File: src/rtl/btn_reset_debounce_pkg.sv
// Shared types for the pushbutton debouncer: FSM state encoding and a
// counter-width helper that never returns a zero-width vector.
package btn_reset_debounce_pkg;

   typedef enum logic [1:0] {
      RELEASED     = 2'd0,
      PRESS_WAIT   = 2'd1,
      PRESSED      = 2'd2,
      RELEASE_WAIT = 2'd3
   } state_e;

   function automatic int cnt_w(input int n);
      return (n < 2) ? 1 : $clog2(n);
   endfunction

endpackage

File: src/rtl/btn_reset_debounce_sync_2ff.sv
// Two-flop synchronizer for a single asynchronous input; reset value selectable
// so the output comes out of reset at the input's idle level.
module sync_2ff #(
   parameter logic RST_VAL = 1'b0
) (
   input  logic clk,
   input  logic rstb,
   input  logic d,
   output logic q
);

   logic meta_q;
   logic sync_q;

   always_ff @(posedge clk or negedge rstb) begin
      if (!rstb) begin
         meta_q <= RST_VAL;
         sync_q <= RST_VAL;
      end else begin
         meta_q <= d;
         sync_q <= meta_q;
      end
   end

   assign q = sync_q;

endmodule

File: src/rtl/btn_reset_debounce.sv
// Pushbutton debouncer: synchronizes a bouncing key and emits a debounced level
// plus single-cycle press, release and one-shot long-hold events.
//
//   state        | meaning
//   RELEASED     | debounced level 0, waiting for the key to go active
//   PRESS_WAIT   | key active, counting stable cycles before accepting the press
//   PRESSED      | debounced level 1, hold timer running until it fires once
//   RELEASE_WAIT | key inactive, counting stable cycles before accepting release
module btn_reset_debounce
   import btn_reset_debounce_pkg::*;
#(
   parameter int STABLE_CNT    = 50000,
   parameter int HOLD_CNT      = 0,
   parameter int ACTIVE_LOW_IN = 1
) (
   input  logic clk,
   input  logic rstb,
   input  logic btn_in,
   output logic btn_level,
   output logic press_pulse,
   output logic release_pulse,
   output logic hold_pulse
);

   localparam int            CW        = cnt_w(STABLE_CNT);
   localparam int            HW        = cnt_w(HOLD_CNT + 1);
   localparam logic [CW-1:0] CNT_LAST  = CW'(STABLE_CNT - 1);
   localparam bit            HOLD_EN   = (HOLD_CNT > 0);
   localparam logic [HW-1:0] HOLD_LAST = HOLD_EN ? HW'(HOLD_CNT - 1) : '0;
   localparam logic          IDLE_RAW  = (ACTIVE_LOW_IN != 0);

   logic sync_btn;
   logic btn_act;

   state_e        state_q, state_d;
   logic [CW-1:0] cnt_q, cnt_d;
   logic [HW-1:0] hold_cnt_q, hold_cnt_d;
   logic          hold_done_q, hold_done_d;
   logic          level_q, level_d;
   logic          press_q, press_d;
   logic          release_q, release_d;
   logic          hold_q, hold_d;

   sync_2ff #(
      .RST_VAL (IDLE_RAW)
   ) u_sync (
      .clk  (clk),
      .rstb (rstb),
      .d    (btn_in),
      .q    (sync_btn)
   );

   assign btn_act = sync_btn ^ IDLE_RAW;

   always_ff @(posedge clk or negedge rstb) begin
      if (!rstb) begin
         state_q     <= RELEASED;
         cnt_q       <= '0;
         hold_cnt_q  <= '0;
         hold_done_q <= 1'b0;
         level_q     <= 1'b0;
         press_q     <= 1'b0;
         release_q   <= 1'b0;
         hold_q      <= 1'b0;
      end else begin
         state_q     <= state_d;
         cnt_q       <= cnt_d;
         hold_cnt_q  <= hold_cnt_d;
         hold_done_q <= hold_done_d;
         level_q     <= level_d;
         press_q     <= press_d;
         release_q   <= release_d;
         hold_q      <= hold_d;
      end
   end

   always_comb begin
      state_d     = state_q;
      cnt_d       = cnt_q;
      hold_cnt_d  = hold_cnt_q;
      hold_done_d = hold_done_q;
      level_d     = level_q;
      press_d     = 1'b0;
      release_d   = 1'b0;
      hold_d      = 1'b0;

      case (state_q)
         RELEASED: begin
            if (btn_act) begin
               state_d = PRESS_WAIT;
               cnt_d   = '0;
            end
         end
         PRESS_WAIT: begin
            if (!btn_act) begin
               state_d = RELEASED;
               cnt_d   = '0;
            end else if (cnt_q == CNT_LAST) begin
               state_d     = PRESSED;
               level_d     = 1'b1;
               press_d     = 1'b1;
               hold_cnt_d  = '0;
               hold_done_d = 1'b0;
            end else begin
               cnt_d = cnt_q + 1'b1;
            end
         end
         PRESSED: begin
            if (!btn_act) begin
               state_d = RELEASE_WAIT;
               cnt_d   = '0;
            end
            // The hold timer still advances on the edge that leaves for RELEASE_WAIT.
            if (HOLD_EN && !hold_done_q) begin
               if (hold_cnt_q == HOLD_LAST) begin
                  hold_d      = 1'b1;
                  hold_done_d = 1'b1;
               end else begin
                  hold_cnt_d = hold_cnt_q + 1'b1;
               end
            end
         end
         RELEASE_WAIT: begin
            if (btn_act) begin
               state_d = PRESSED;
            end else if (cnt_q == CNT_LAST) begin
               state_d   = RELEASED;
               level_d   = 1'b0;
               release_d = 1'b1;
            end else begin
               cnt_d = cnt_q + 1'b1;
            end
         end
         default: begin
            state_d = RELEASED;
         end
      endcase
   end

   assign btn_level     = level_q;
   assign press_pulse   = press_q;
   assign release_pulse = release_q;
   assign hold_pulse    = hold_q;

endmodule

File: config.mk
export PLATFORM = sky130hd
export DESIGN_NAME = btn_reset_debounce
export DESIGN_NICKNAME = d
export VERILOG_FILES = /design/src/rtl/btn_reset_debounce_pkg.sv /design/src/rtl/btn_reset_debounce_sync_2ff.sv /design/src/rtl/btn_reset_debounce.sv
export SDC_FILE = /design/constraint.sdc
export NUM_CORES = 1
export LEC_CHECK = 0
export ABC_CLOCK_PERIOD_IN_PS = 1900
export BUFFER_PORTS_ARGS = -buffer_cell sky130_fd_sc_hd__clkbuf_2
export CAP_MARGIN = 25
export CORE_UTILIZATION = 30
export DETAILED_ROUTE_END_ITERATION = 8
export PLACE_DENSITY = 0.43
export RECOVER_POWER = 100
export SLEW_MARGIN = 20
export SYNTH_ARGS = -nofsm -noshare
export SYNTH_HDL_FRONTEND = slang
export SYNTH_SLANG_ARGS = --single-unit
File: constraint.sdc
create_clock -name clk -period 1.9 [get_ports clk]
set_input_delay 0.095 -clock clk [delete_from_list [all_inputs] [get_ports clk]]
set_output_delay 0.095 -clock clk [all_outputs]
set_load 0.05 [all_outputs]
==> Word-level counts from Yosys, hierarchy flattened <==
Cells that the tools add are included.
{ "op_classes": {"n_addsub": 1, "multipliers": 0, "div_mod_pow": 0, "n_lt_le_gt_ge": 0, "eq_ne": 12, "shift": 0, "mux": 23, "n_bitwise": 0, "reduce_logical": 5} }
{ "op_table": {"columns": ["op", "n"], "rows": [
  ["16-bit 2-to-1 mux", 5],
  ["16-bit one-hot mux with 4 select lines", 1],
  ["16-bit by 1-bit adder with 16-bit output (second input constant)", 1],
  ["16-bit equality test (second input constant)", 1],
  ["2-bit 2-to-1 mux", 6],
  ["1-bit 2-to-1 mux", 9],
  ["2-bit inequality test (second input constant)", 4],
  ["2-bit one-hot mux with 4 select lines", 1],
  ["5-bit AND reduction", 1],
  ["2-bit equality test (second input constant)", 2],
  ["2-bit by 1-bit inequality test with 1-bit output (second input constant)", 2],
  ["4-bit AND reduction", 1],
  ["3-bit by 2-bit inequality test with 1-bit output (second input constant)", 1],
  ["3-bit inequality test (second input constant)", 1],
  ["3-bit AND reduction", 1],
  ["2-bit by 1-bit equality test with 1-bit output (second input constant)", 1],
  ["2-bit zero test", 1],
  ["1-bit one-hot mux with 2 select lines", 1],
  ["2-bit nonzero test", 1]
]} }
{ "word_totals": {"regBits": 23, "latch_bits": 0, "ram_bits": 0, "romBits": 0, "inputBits": 3, "out_inout_bits": 4, "word_cells": 48, "memories": 0} }

==> Logic depth before layout (Yosys ltp) <==
{ "logic_depth": {"word_depth": 4, "depth_mapped": 6, "mapped_depth_nobuf": 5} }

==> Cells and area by module <==
From an unflattened synthesis, not the netlist that was laid out.
{ "hier_totals": {"cells_unflattened": 124, "hier_area_um2": 1228.7} }
{ "modules_own_cells": {"columns": ["module", "n_inst", "cells_each", "area_each_um2", "seq_area_each_um2"], "rows": [
  ["btn_reset_debounce", 1, 122, 1176.1, 525.5],
  ["sync_2ff", 1, 2, 52.6, 52.6]
]} }

==> Worst setup path before layout <==
No wires, ideal clock.
{ "synth_timing": {"kind": "reg2reg", "startpoint": "register u_sync.sync_q, in the netlist u_sync.q", "endpoint": "register cnt_q[14]", "setup_time_ns": 0.078, "arrival_time_ns": 1.803, "setup_slack_ns": 0.019, "path_stages_with_launch": 7, "n_path_buf": 2, "path_cell_list": "dfstp_2 buf_4 nor2b_4 or3_1 buf_2 or4_1 a21oi_1"} }
{ "synth_via": {"elab_chain_len": 2} }
{ "synth_lines": {"columns": ["item", "line", "rtl"], "rows": [
  ["from (decl)", "btn_reset_debounce_sync_2ff.sv:13", "logic sync_q;"],
  ["from (signal assigned)", "btn_reset_debounce_sync_2ff.sv:21", "sync_q <= meta_q;"],
  ["16-bit 2-to-1 mux, or another cell as far along", "btn_reset_debounce.sv:95", "if (!btn_act) begin"],
  ["16-bit one-hot mux with 4 select lines or 3-bit AND reduction (tied branches)", null, null],
  ["to (signal assigned)", "btn_reset_debounce.sv:67", "cnt_q <= cnt_d;"],
  ["to (decl)", "btn_reset_debounce.sv:36", "logic [CW-1:0] cnt_q, cnt_d;"]
]} }
Parallel ways exist; a longest one is shown, timed or not.
A chain may end at the register's enable or synchronous reset.

==> Final worst setup path <==
{ "layout_timing": {"startpoint": "register u_sync.sync_q, in the netlist u_sync.q", "endpoint": "register cnt_q[12]"} }
Same word-level chain as after synthesis.

==> flow_summary.json <==
{
  "synth-edff-count": 0,
  "dr_wl_met3_um": 106,
  "dp_cells": 194,
  "synthCells": 127,
  "hpwlAfterDp_mm": 2.10,
  "routed.top_layer": "met4",
  "skew_ps": 3.86,
  "layout.nets": 155,
  "worstMarginPinSlew_ps": 1290,
  "fin_crit_sh": 0.947,
  "p_per_area_nw_per_um2": 604,
  "end_kind": "flip-flop",
  "fin_crit_ps": 1800,
  "cts-root-buf": "clkbuf_8",
  "io_pins": 7,
  "grt_pass1_wl_mm": 4.69,
  "synth_area_leader_cell": "dfrtp_1",
  "yosysWarningCount": 0,
  "startpoint_type": "flip-flop",
  "crit_type": "flip-flop to flip-flop",
  "yosys.cell_count.top_type": "dfrtp_1",
  "cap_violations": 0,
  "synth_common_cells": "dfrtp_1 (21), a21oi_1 (15), nand2_1 (8)",
  "maxClockFrequency_ghz": 0.556,
  "max_stage_delay_ps": 600,
  "initial_core_util": 0.311,
  "cts_buffer_depth": 2,
  "post_cts.repair.setup_buffers": 0,
  "path_max_fanout": 6,
  "post_drt_wl_per_cell_um": 14.2,
  "grt_pass1_vias": 976,
  "synth_cell_types": 38,
  "syn_to_final_growth_pct": 20.3,
  "drc": 0,
  "vias_per_cell": 5.21,
  "drive_above_1_share": 0.193,
  "rsz0062_at_grt": "no",
  "numCtsBuffers": 3,
  "power_uw": 903,
  "slew_headroom": 0.138,
  "netlist_top_cells_area": "dfrtp_1 (42%), a21oi_1 (6.0%), dfstp_2 (4.2%)",
  "finalSetupTns_ps": 0,
  "ir_drop_uv": 295,
  "outcome": "completed",
  "slew_viol_final": 0,
  "synth_top_area_frac": 0.423,
  "p_leak_uw": 0.000632,
  "overflow": 0,
  "first_pass_iters": 4,
  "critical_path_arrival_ps": 1990,
  "insertion_delay_ps": 260,
  "min_path_type": "flip-flop to flip-flop",
  "synth_nets": 131,
  "grt_usage": 0.145,
  "cp_slowest_cell": "dfstp_2",
  "wl_mm": 2.84,
  "via_count": 1041,
  "async_flop_share": 1.00,
  "drtAntennaViolNets": 0,
  "dieArea_um2": 4400,
  "die_w_um": 66.4,
  "cts_tree": "done",
  "gp_congestion": 0.833,
  "synth-seq-cells": 23,
  "synth_ff_type": "dfrtp_1",
  "final_cell_area_um2": 1500,
  "met2_length_mm": 1.35,
  "setup_viol": 0,
  "rows": 23,
  "first_iter_violations": 33,
  "synth_seq_area_share": 0.465,
  "grt_max_degree": 24,
  "clock-sinks": 23,
  "layout.cells.non_filler": 200,
  "whs_ps": 363,
  "finalHoldViolCount": 0,
  "antennaDiodeCount": 0,
  "antenna_found_initial": 0,
  "wl_met1_mm": 1.36,
  "clk_pin_slew_ps": 80,
  "synth_area_per_cell_um2": 9.78,
  "die_height_um": 66.4,
  "core_area_um2": 4000,
  "io_buffer_count": 5,
  "n_fill_cell": 407,
  "placed_cell_area_um2": 1430,
  "synth_area_um2": 1240,
  "crit_chain": "nor2b_4, or3_4, or4_1, a21oi_1",
  "cts_max_level": 1,
  "cp.required_ps": 2090
}
## path summary, 6_finish.rpt
path / start / slack [ps] / endpoint / cells after the start
max: u_sync.q / 100 / cnt_q[12] / 4
min: u_sync.meta_q / 360 / u_sync.q / 0
max reg2reg: u_sync.q / 100 / cnt_q[12] / 4
min reg2reg: u_sync.meta_q / 360 / u_sync.q / 0
max in group asynchronous: rstb / 510 / cnt_q[1] / 2
min in group asynchronous: rstb / 640 / cnt_q[10] / 2
## flip-flops by register name, indices dropped and copies added, names as in the netlist, named ones only
name	cells
release_pulse	1
press_pulse	1
btn_level	1
state_q	1
u_sync.q	1
u_sync.meta_q	1
cnt_q	16
## metrics by stage
step                       util  worst slack [ps]
after detailed placement  0.357              27.1
after global routing      0.374              6.55
final                     0.374               101
after global placement    0.357              59.1
after CTS                 0.373              6.52
after floorplan               -              19.4
## layout make-up
class | instances | area [um2] | area share
multi-input combinational | 94 | 632 | 0.423
sequential | 23 | 578 | 0.387
timing repair buffer | 25 | 163 | 0.109
tap | 50 | 62.6 | 0.0418
clock buffer | 4 | 45.0 | 0.0301
inverter | 4 | 15.0 | 0.0100
## cells by family after synthesis
family | count (synthesis) | share of synthesized area
AOI/OAI and AO/OA | 32 | 0.158
and+or+nand+nor | 55 | 0.285
xor gates and xnor gates | 5 | 0.0353
buffers and inverters | 10 | 0.0433
DFF | 23 | 0.465
adders and majority gates | 1 | 0.0101
other | 1 | 0.00302
## critical path, delay by kind of cell (launching register included)
family / cells / cell delay, ps
AO/OA/AOI/OAI: 1 / 160
AND/OR/NAND/NOR: 3 / 970
flip-flops: 1 / 600
## report_power, final
part           leakage, uW  internal (uW)  switching (uW)  total, uW
combinational     0.000299           32.5            51.1       83.6
clock            0.0000228            150             159        308
sequential        0.000310            502            9.64        511
total             0.000632            684             219        903
## per-layer routing
metal	vias up	global-route usage
li1	522	-
met1	498	0.182
met2	19	0.245
met3	2	0.0362
met4	0	0.0399
met5	-	0
## cell usage in the layout, fill, tap and decap left out, types with 2 or more instances in the layout
master	instances
dfstp_2	2
o211ai_1	2
dlygate4sd3_1	2
o31ai_1	7
nand2_1	8
and3_1	2
nor3_1	4
xnor2_1	3
and4_1	2
nor4_4	2
nand4_1	3
o21ai_0	4
clkbuf_8	3
clkbuf_2	3
dfrtp_1	21
xor2_1	2
a21oi_1	15
nor4_1	2
buf_4	14
inv_1	4
or3_1	3
nor2_1	7
nand3_1	7
clkbuf_1	7
or4_1	6
## what timing repair did
action / in CTS / in global routing
endpoints found under the hold margin: 22 / 0
gates resized for setup: 0 / 5
setup endpoints to repair: 0 / 9
hold buffers: 2 / 0
Power figures use the tool's default switching activity.
